## src/rtl/divider_arbiter_pkg.sv

```systemverilog
// Shared types and defaults for the round-robin divider arbiter.
package divider_arbiter_pkg;
  localparam int DEF_WIDTH   = 8;
  localparam int DEF_NUM_REQ = 4;

  typedef enum logic [1:0] {
    ST_IDLE    = 2'd0,
    ST_LAUNCH  = 2'd1,
    ST_WAIT    = 2'd2,
    ST_RESPOND = 2'd3
  } arb_state_e;
endpackage

```

## src/rtl/divider_arbiter_rr_picker.sv

```systemverilog
// Combinational round-robin pick: first set request at or after the pointer, wrapping.
module rr_picker
  import divider_arbiter_pkg::*;
#(
  parameter int NUM_REQ = DEF_NUM_REQ,
  localparam int IDX_W  = (NUM_REQ > 1) ? $clog2(NUM_REQ) : 1
) (
  input  logic [NUM_REQ-1:0] req_i,
  input  logic [IDX_W-1:0]   ptr_i,
  output logic [NUM_REQ-1:0] win_o,
  output logic [IDX_W-1:0]   idx_o
);
  logic [IDX_W:0]   sum;
  logic [IDX_W-1:0] cand;
  logic             found;

  always_comb begin
    win_o = '0;
    idx_o = '0;
    sum   = '0;
    cand  = '0;
    found = 1'b0;
    for (int k = 0; k < NUM_REQ; k++) begin
      sum = {1'b0, ptr_i} + (IDX_W+1)'(k);
      if (sum >= (IDX_W+1)'(NUM_REQ)) sum = sum - (IDX_W+1)'(NUM_REQ);
      cand = sum[IDX_W-1:0];
      if (!found && req_i[cand]) begin
        found       = 1'b1;
        win_o[cand] = 1'b1;
        idx_o       = cand;
      end
    end
  end
endmodule

```

## src/rtl/divider_arbiter.sv

```systemverilog
// Round-robin front end sharing one shift-subtract divider among NUM_REQ requesters.
// Define DIV_ARB_TIMEOUT_EN to add a WAIT-state watchdog that flushes a hung divider.
module divider_arbiter
  import divider_arbiter_pkg::*;
#(
  parameter int WIDTH          = DEF_WIDTH,
  parameter int NUM_REQ        = DEF_NUM_REQ,
  parameter int TIMEOUT_CYCLES = 64
) (
  input  logic                     clk,
  input  logic                     reset,
  input  logic [NUM_REQ-1:0]       req,
  input  logic [NUM_REQ*WIDTH-1:0] req_dividend,
  input  logic [NUM_REQ*WIDTH-1:0] req_divisor,
  output logic [NUM_REQ-1:0]       gnt,
  output logic [NUM_REQ-1:0]       ack,
  output logic [WIDTH-1:0]         rsp_quotient,
  output logic [WIDTH-1:0]         rsp_remainder,
  output logic                     rsp_error,
  output logic                     busy,
  output logic                     div_start,
  output logic [WIDTH-1:0]         div_dividend,
  output logic [WIDTH-1:0]         div_divisor,
  output logic                     div_flush,
  input  logic                     div_done,
  input  logic                     div_error,
  input  logic [WIDTH-1:0]         div_quotient,
  input  logic [WIDTH-1:0]         div_remainder
);
  localparam int IDX_W = (NUM_REQ > 1) ? $clog2(NUM_REQ) : 1;

  arb_state_e                     state_q;
  logic [IDX_W-1:0]               ptr_q, ptr_d, own_q, pick_idx;
  logic [NUM_REQ-1:0]             pick_win, gnt_q, ack_q;
  logic [WIDTH-1:0]               dvd_q, dvs_q, quot_q, rem_q;
  logic                           err_q, start_q, flush_q, wd_expire;
  logic [NUM_REQ-1:0][WIDTH-1:0]  dvd_v, dvs_v;

  assign dvd_v = req_dividend;
  assign dvs_v = req_divisor;

  rr_picker #(.NUM_REQ(NUM_REQ)) u_pick (
    .req_i (req),
    .ptr_i (ptr_q),
    .win_o (pick_win),
    .idx_o (pick_idx)
  );

  assign ptr_d = (own_q == IDX_W'(NUM_REQ-1)) ? '0 : own_q + IDX_W'(1);

`ifdef DIV_ARB_TIMEOUT_EN
  localparam int CNT_W = $clog2(TIMEOUT_CYCLES+1);
  logic [CNT_W-1:0] wd_cnt_q;
  // Counter holds the number of WAIT cycles already spent; expiry on the last allowed one.
  assign wd_expire = (wd_cnt_q == CNT_W'(TIMEOUT_CYCLES-1));
`else
  assign wd_expire = 1'b0;
`endif

  always_ff @(posedge clk) begin
    if (reset) begin
      state_q <= ST_IDLE;
      ptr_q   <= '0;
      own_q   <= '0;
      gnt_q   <= '0;
      ack_q   <= '0;
      dvd_q   <= '0;
      dvs_q   <= '0;
      quot_q  <= '0;
      rem_q   <= '0;
      err_q   <= 1'b0;
      start_q <= 1'b0;
      flush_q <= 1'b0;
`ifdef DIV_ARB_TIMEOUT_EN
      wd_cnt_q <= '0;
`endif
    end else begin
      ack_q   <= '0;
      start_q <= 1'b0;
      flush_q <= 1'b0;
      case (state_q)
        ST_IDLE: if (|req) begin
          own_q   <= pick_idx;
          gnt_q   <= pick_win;
          dvd_q   <= dvd_v[pick_idx];
          dvs_q   <= dvs_v[pick_idx];
          start_q <= 1'b1;
          state_q <= ST_LAUNCH;
        end
        ST_LAUNCH: begin
`ifdef DIV_ARB_TIMEOUT_EN
          wd_cnt_q <= '0;
`endif
          state_q <= ST_WAIT;
        end
        ST_WAIT: begin
          // A done arriving on the expiry cycle still yields a normal response.
          if (div_done) begin
            quot_q  <= div_quotient;
            rem_q   <= div_remainder;
            err_q   <= div_error;
            ack_q   <= gnt_q;
            state_q <= ST_RESPOND;
          end else if (wd_expire) begin
            quot_q  <= '1;
            rem_q   <= '1;
            err_q   <= 1'b1;
            ack_q   <= gnt_q;
            flush_q <= 1'b1;
            state_q <= ST_RESPOND;
          end
`ifdef DIV_ARB_TIMEOUT_EN
          else wd_cnt_q <= wd_cnt_q + CNT_W'(1);
`endif
        end
        ST_RESPOND: begin
          gnt_q   <= '0;
          ptr_q   <= ptr_d;
          state_q <= ST_IDLE;
        end
      endcase
    end
  end

  assign gnt           = gnt_q;
  assign ack           = ack_q;
  assign rsp_quotient  = quot_q;
  assign rsp_remainder = rem_q;
  assign rsp_error     = err_q;
  assign busy          = (state_q != ST_IDLE);
  assign div_start     = start_q;
  assign div_dividend  = dvd_q;
  assign div_divisor   = dvs_q;
  assign div_flush     = flush_q;
endmodule

```

## config.mk

```make
export PLATFORM = sky130hd
export DESIGN_NAME = divider_arbiter
export DESIGN_NICKNAME = d
export VERILOG_FILES = /design/src/rtl/divider_arbiter_pkg.sv /design/src/rtl/divider_arbiter_rr_picker.sv /design/src/rtl/divider_arbiter.sv
export SDC_FILE = /design/constraint.sdc
export NUM_CORES = 1
export LEC_CHECK = 0
export CAP_MARGIN = 10
export CORE_AREA = 2 2 88 90
export CTS_BUF_LIST = sky130_fd_sc_hd__clkbuf_2
export DETAILED_ROUTE_END_ITERATION = 12
export DIE_AREA = 0 0 90 92
export GPL_ROUTABILITY_DRIVEN = 0
export PLACE_DENSITY = 0.77
export RECOVER_POWER = 100
export REMOVE_ABC_BUFFERS = 1
export SETUP_SLACK_MARGIN = 0.5
export SYNTH_ARGS = -nofsm -noshare
export SYNTH_HDL_FRONTEND = slang
export SYNTH_SLANG_ARGS = --single-unit
```

## constraint.sdc

```tcl
create_clock -name clk -period 2.9 [get_ports clk]
set_input_delay 0.58 -clock clk [delete_from_list [all_inputs] [get_ports clk]]
set_output_delay 0.58 -clock clk [all_outputs]
set_load 0.02 [all_outputs]
```

==> summary.txt <==
Layout
  • Non-filler instance count after layout: 528
  • Diode count: 0
  • Multi-input gate area: 0.001590 mm2
  • Fillers: 691
  • Share of cells above drive strength 1: 0.09390
  • Final net count: about 530
  • Finished Core Util: 0.5643
  • Most common cell after layout, fill and taps aside: clkdlybuf4s50_1
  • Register area: 962.2 um2
  • Most frequent cells in the layout: clkdlybuf4s50_1, dfxtp_1, dlygate4sd3_1
  • P&R area growth vs syn: 55.01%

Timing
  • Clock skew: ~0.022 ns
  • Max-slew violations: 0
  • Minimum clock period after layout: 2.458 ns
  • Final hold vios: 0
  • Final period utilization: 0.8477
  • RSZ-0062 raised after global routing: false
  • Worst Max-Slew Pin Slew: 0.9188 ns
  • Slew headroom: 0.3875
  • Peak Freq: 406.8 MHz
  • Setup violations, final: 0

Synthesis
  • Top cells by area, synth: dfxtp_1, mux2i_1, ha_1
  • Adder-Cell Fraction of Synth Area: 0.05999
  • Ys flop type: dfxtp_1
  • Largest family of logic cells by synthesized area: compound AO/OA/AOI/OAI gates
  • Mapped Area: 0.002711 mm2
  • Synth top area share: 0.3544
  • Synth Register Bits: 48
  • Avg Inst Size Synth: about 9.2 um2
  • Multiplexer area fraction after synthesis: 0.1541
  • Area leader, netlist: dfxtp_1
  • Synth cell types: 43
  • Post-synth ARST share: 0
  • Xor and xnor area share after synthesis: 0
  • Post-synth EDFFs: 0
  • Sequential area share after synthesis: 0.3544
  • Synth Area in Compound Gates: 0.2303
  • Warnings from Yosys: 0
  • Synth Area in Simple Gates: 0.1324
  • Synth Instances: 294

Clock network
  • Worst-path clk slew: roughly 0.27 ns
  • H-tree Lvls: 2
  • Hold_buf cts: 0
  • Num CTS Buffers: 5
  • CTS tree: done
  • Clk_lat worst skew: 0.44 ns
  • CTS Buffer Depth: 2
  • CTS sink count: 48
  • Root Buffer: clkbuf_2

Place
  • Inst Count DP: 518
  • DP HPWL: about 5400 um
  • IO buf count: 130

Floorplan
  • Core Rows: 32
  • Core area: 0.007447 mm2
  • Die width: 90 um
  • Die height: 92 um
  • I/O Pins: 132
  • Die area: 0.008280 mm2
  • Initial Util: 0.3641

Drt
  • Post-route ant nets: 0
  • Vias per cell: 5.057
  • Vias after detailed routing: 2670
  • First-pass DRT Iterations: 4
  • # DRC: 0
  • Initial drt markers: 90
  • Overall routed net length: 7438 um
  • Drt wl/cell: 14.09 um

Power
  • Share of power burned in registers: 0.318
  • Lkg Pwr: 0.001693 uW
  • NetSw: 1254 uW
  • Comb power frac: 0.585
  • VDD IR max: 401.5 uV
  • Pwr/cell area: 703.9 mW/mm2
  • Clock share of power: 0.098
  • Internal power: 1705 uW
  • Sw frac: 0.4238

Setup path
  • Crit-path max FO: 11
  • CP endpoint kind: flip-flop
  • CP startpoint kind: primary input
  • Kind of critical path: primary input to flip-flop
  • Crit path DAT: 2.81 ns
  • Required @ worst endpoint: 3.25 ns

Flow run
  • # Max-Cap Violations: 0

Global routing
  • Initial antenna violation count: 0
  • Vias in the first global route: 2747
  • Total track usage: 0.1767
  • Grt ovf: 0
  • Global-route wire length before repair: 12280 um
  • Pin count of the biggest net entering global routing: 48

Status
  • Outcome: completed

Worst hold path
  • Hold crit path type: flip-flop to flip-flop
[flip-flops by register name (all words and copies together), names as in the netlist]
signal / flops
ack: 4
div_dividend: 8
div_divisor: 8
div_start: 1
gnt: 4
own_q: 2
ptr_q: 2
rsp_error: 1
rsp_quotient: 8
rsp_remainder: 8
state_q: 2
[layer usage]
metal	vias to the layer above	routed length, um	track usage
met4	0	116	0.05641
met2	89	3749	0.3221
li1	1329	-	-
met3	10	517	0.05094
met1	1242	3054	0.1984
met5	-	0	0
[layout make-up]
class	instances	share of cell area
clock buffer	5	0.005954
clock inverter	3	0.005656
inverter	5	0.004466
multi-input combinational	218	0.3784
sequential	48	0.2289
tap	102	0.03037
timing repair buffer	147	0.3462
[kinds of logic after synthesis]
| logic type | count (synthesis) |
|---|---|
| DFF | 48 |
| buffers and inverters | 28 |
| AOI/OAI and AO/OA | 83 |
| muxes | 39 |
| other | 1 |
| adders and majority gates | 13 |
| and+or+nand+nor | 82 |
[worst paths after layout]
path                                          to        startpoint  slack (ns)  cells after the start
worst max-delay path              div_divisor[3]            req[1]        0.44                      9
worst min-delay path            rsp_remainder[6]  rsp_remainder[6]        0.47                      2
worst max register to register    div_divisor[3]          ptr_q[0]        0.64                      9
worst min register to register  rsp_remainder[6]  rsp_remainder[6]        0.47                      2
[repair_timing]
action	4_1_cts	5_1_grt
buffers inserted	1	0
pin swaps	0	0
setup endpoints to repair	18	20
gates resized for setup	5	6
cloned	0	1
[cell usage after synthesis, drive strengths merged (2+ instances only)]
master and count:
dfxtp 48, clkbuf 11, a32oi 4, nand2b 3, o21ai 2, nor3b 4
a21bo 2, a21oi 26, a221oi 16, a22oi 4, buf 12, a211o 5
mux2i 36, mux2 2, o21bai 16, inv 5, or3 2, nand3b 2
nand2 42, nor2 22, ha 13, nor3 3
[per-stage QoR]
stage                     power, uW  cell area [um2]  TNS, ns  setup slack, ns  hold WS (ns)
after floorplan                1957             2547   -8.338          -0.5324        0.4613
after global placement         2667             4101        0           0.1721        0.4424
after detailed placement       2697             4101        0           0.1350        0.4460
after CTS                      2992             4164        0           0.5040        0.4744
after global routing           3177             4203        0           0.2976        0.4815
final                          2958             4203        0           0.4417        0.4665
[worst max-delay path, stage by stage]
cell and delay, ns:
dlygate4sd3_1 0.56, clkbuf_1 0.29, nand2_1 0.12, a2111oi_0 0.38, a31oi_1 0.07, a21bo_4 0.24
buf_6 0.19, mux2i_1 0.09, a221oi_1 0.28
[power by group through the flow]
stage	registers, uW	clock network [uW]	logic [uW]
floorplan	1150	0	809
detailed placement	958	0	1740
global placement	955	0	1710
global route	966	322	1890
finish	940	289	1730
CTS	947	298	1750
Power figures use the tool's default switching activity.
==> variant, RTL diff (same flow settings) <==
The 4 states of `arb_state_e` get a one-hot encoding in 4 bits.
--- a/src/rtl/divider_arbiter_pkg.sv
+++ b/src/rtl/divider_arbiter_pkg.sv
@@ -3,11 +3,11 @@
   localparam int DEF_WIDTH   = 8;
   localparam int DEF_NUM_REQ = 4;
 
-  typedef enum logic [1:0] {
-    ST_IDLE    = 2'd0,
-    ST_LAUNCH  = 2'd1,
-    ST_WAIT    = 2'd2,
-    ST_RESPOND = 2'd3
+  typedef enum logic [3:0] {
+    ST_IDLE    = 4'b0001,
+    ST_LAUNCH  = 4'b0010,
+    ST_WAIT    = 4'b0100,
+    ST_RESPOND = 4'b1000
   } arb_state_e;
 endpackage
 
Check against the original RTL: same outputs for any inputs over 10 cycles, from zero or initial values and one cycle with reset high; not proved beyond that.
==> variant against the unedited design <==
Clock skew down 0.011 ns; cell area up 20%; core utilization up 11 points; global-route usage up 7.6 points; worst setup slack worse by 0.098 ns; routed wire length up 49%; worst hold slack better by 0.0054 ns; sequential cell count up 2; area after synthesis up 22%; power down 26%; critical endpoint is now div_divisor[6]$_SDFFE_PP0P_.
==> variant: results (changes against the unedited design) <==
\begin{tabular}{lr}
\hline
Metric & Value \\
\hline
\multicolumn{2}{l}{\textbf{Timing}} \\
\quad Tightest slew margin relative to the limit & 0.4843 (was 0.3875) \\
\quad Setup Skew & 0.01122 ns (was 0.02230 ns) \\
\quad Worst Hold Slack & 0.4720 ns (was 0.4665 ns) \\
\quad Period minus WS final & 2.556 ns (was 2.458 ns) \\
\multicolumn{2}{l}{\textbf{Critical path}} \\
\quad Standard cell with the maximum stage delay on the critical path & sky130\_fd\_sc\_hd\_\_mux4\_2 (was sky130\_fd\_sc\_hd\_\_dlygate4sd3\_1) \\
\quad Critical path's largest stage delay & 0.51 ns (was 0.56 ns) \\
\quad Worst Setup EP & div\_divisor[6]\$\_SDFFE\_PP0P\_ (was div\_divisor[3]\$\_SDFFE\_PP0P\_) \\
\multicolumn{2}{l}{\textbf{Route}} \\
\quad Via Count & 3715 (was 2670) \\
\quad Final wirelength & 11060 microns (was 7438 microns) \\
\multicolumn{2}{l}{\textbf{Place}} \\
\quad Placed Area & 4881 sq um (was 4101 sq um) \\
\quad Post-Place Setup Slack & -0.02192 ns (was 0.1350 ns) \\
\quad Number of instances in the placed design & 630 (was 518) \\
\multicolumn{2}{l}{\textbf{Run status}} \\
\quad Result of the run & finished clean (unchanged) \\
\multicolumn{2}{l}{\textbf{Cells and area}} \\
\quad Fill count & 625 (was 691) \\
\quad Count of nets after finishing & 638 (was 526) \\
\quad Ratio of cells with drive above 1 in the final layout & 0.1294 (was 0.09390) \\
\multicolumn{2}{l}{\textbf{Synth}} \\
\quad Sequential share of the synthesized area & 0.3020 (was 0.3544) \\
\quad Fraction of synthesized area in multiplexers & 0.1034 (was 0.1541) \\
\quad Compound-Gate Fraction of Synth Area & 0.3379 (was 0.2303) \\
\quad Mean instance size in the synthesized netlist & 8.349 sq um (was 9.222 sq um) \\
\multicolumn{2}{l}{\textbf{Power}} \\
\quad Largest vdd supply drop & 0.0001706 V (was 0.0004015 V) \\
\quad Fraction of power consumed by combinational cells & 0.471 (was 0.585) \\
\quad Power density relative to cell area & 433.7 nW/um\^{}2 (was 703.9 nW/um\^{}2) \\
\multicolumn{2}{l}{\textbf{Clocking}} \\
\quad Source-to-sink clock delay at the later pin of the worst-skew pair & 0.46 ns (was 0.44 ns) \\
\multicolumn{2}{l}{\textbf{Global route}} \\
\quad Total GRT Usage & 0.2530 (was 0.1767) \\
\quad Vias in the first global route & 3492 (was 2747) \\
\multicolumn{2}{l}{\textbf{Min path}} \\
\quad End point of the most critical hold path & rsp\_quotient[4]\$\_SDFFE\_PP0P\_ (was rsp\_remainder[6]\$\_SDFFE\_PP0P\_) \\
\hline
\end{tabular}
variant: cell type report:
cell class | instances | area, sq um | share of cell area
multi-input cells | 310 | 2161 | 0.4297
flip-flops and latches | 50 | 1002 | 0.1993
inverters | 3 | 11.26 | 0.002239
clock inverters | 2 | 13.76 | 0.002737
repair buffers | 171 | 1688 | 0.3357
clock buffers | 5 | 25.02 | 0.004976
well taps | 102 | 127.6 | 0.02538
variant: worst min-delay path: stages, from the launching register on:
cell and delay [ns]:
sky130_fd_sc_hd__dfxtp_1 0.37, sky130_fd_sc_hd__nand2_1 0.05, sky130_fd_sc_hd__a21oi_1 0.05
variant: routing by layer:
layer  up-vias  wire [microns]  GRT usage
met5         -               0          0
met4         0             202    0.06026
met3        19             602    0.03615
met2       143            5618     0.4586
met1      1767            4639     0.3173
li1       1786               -          -
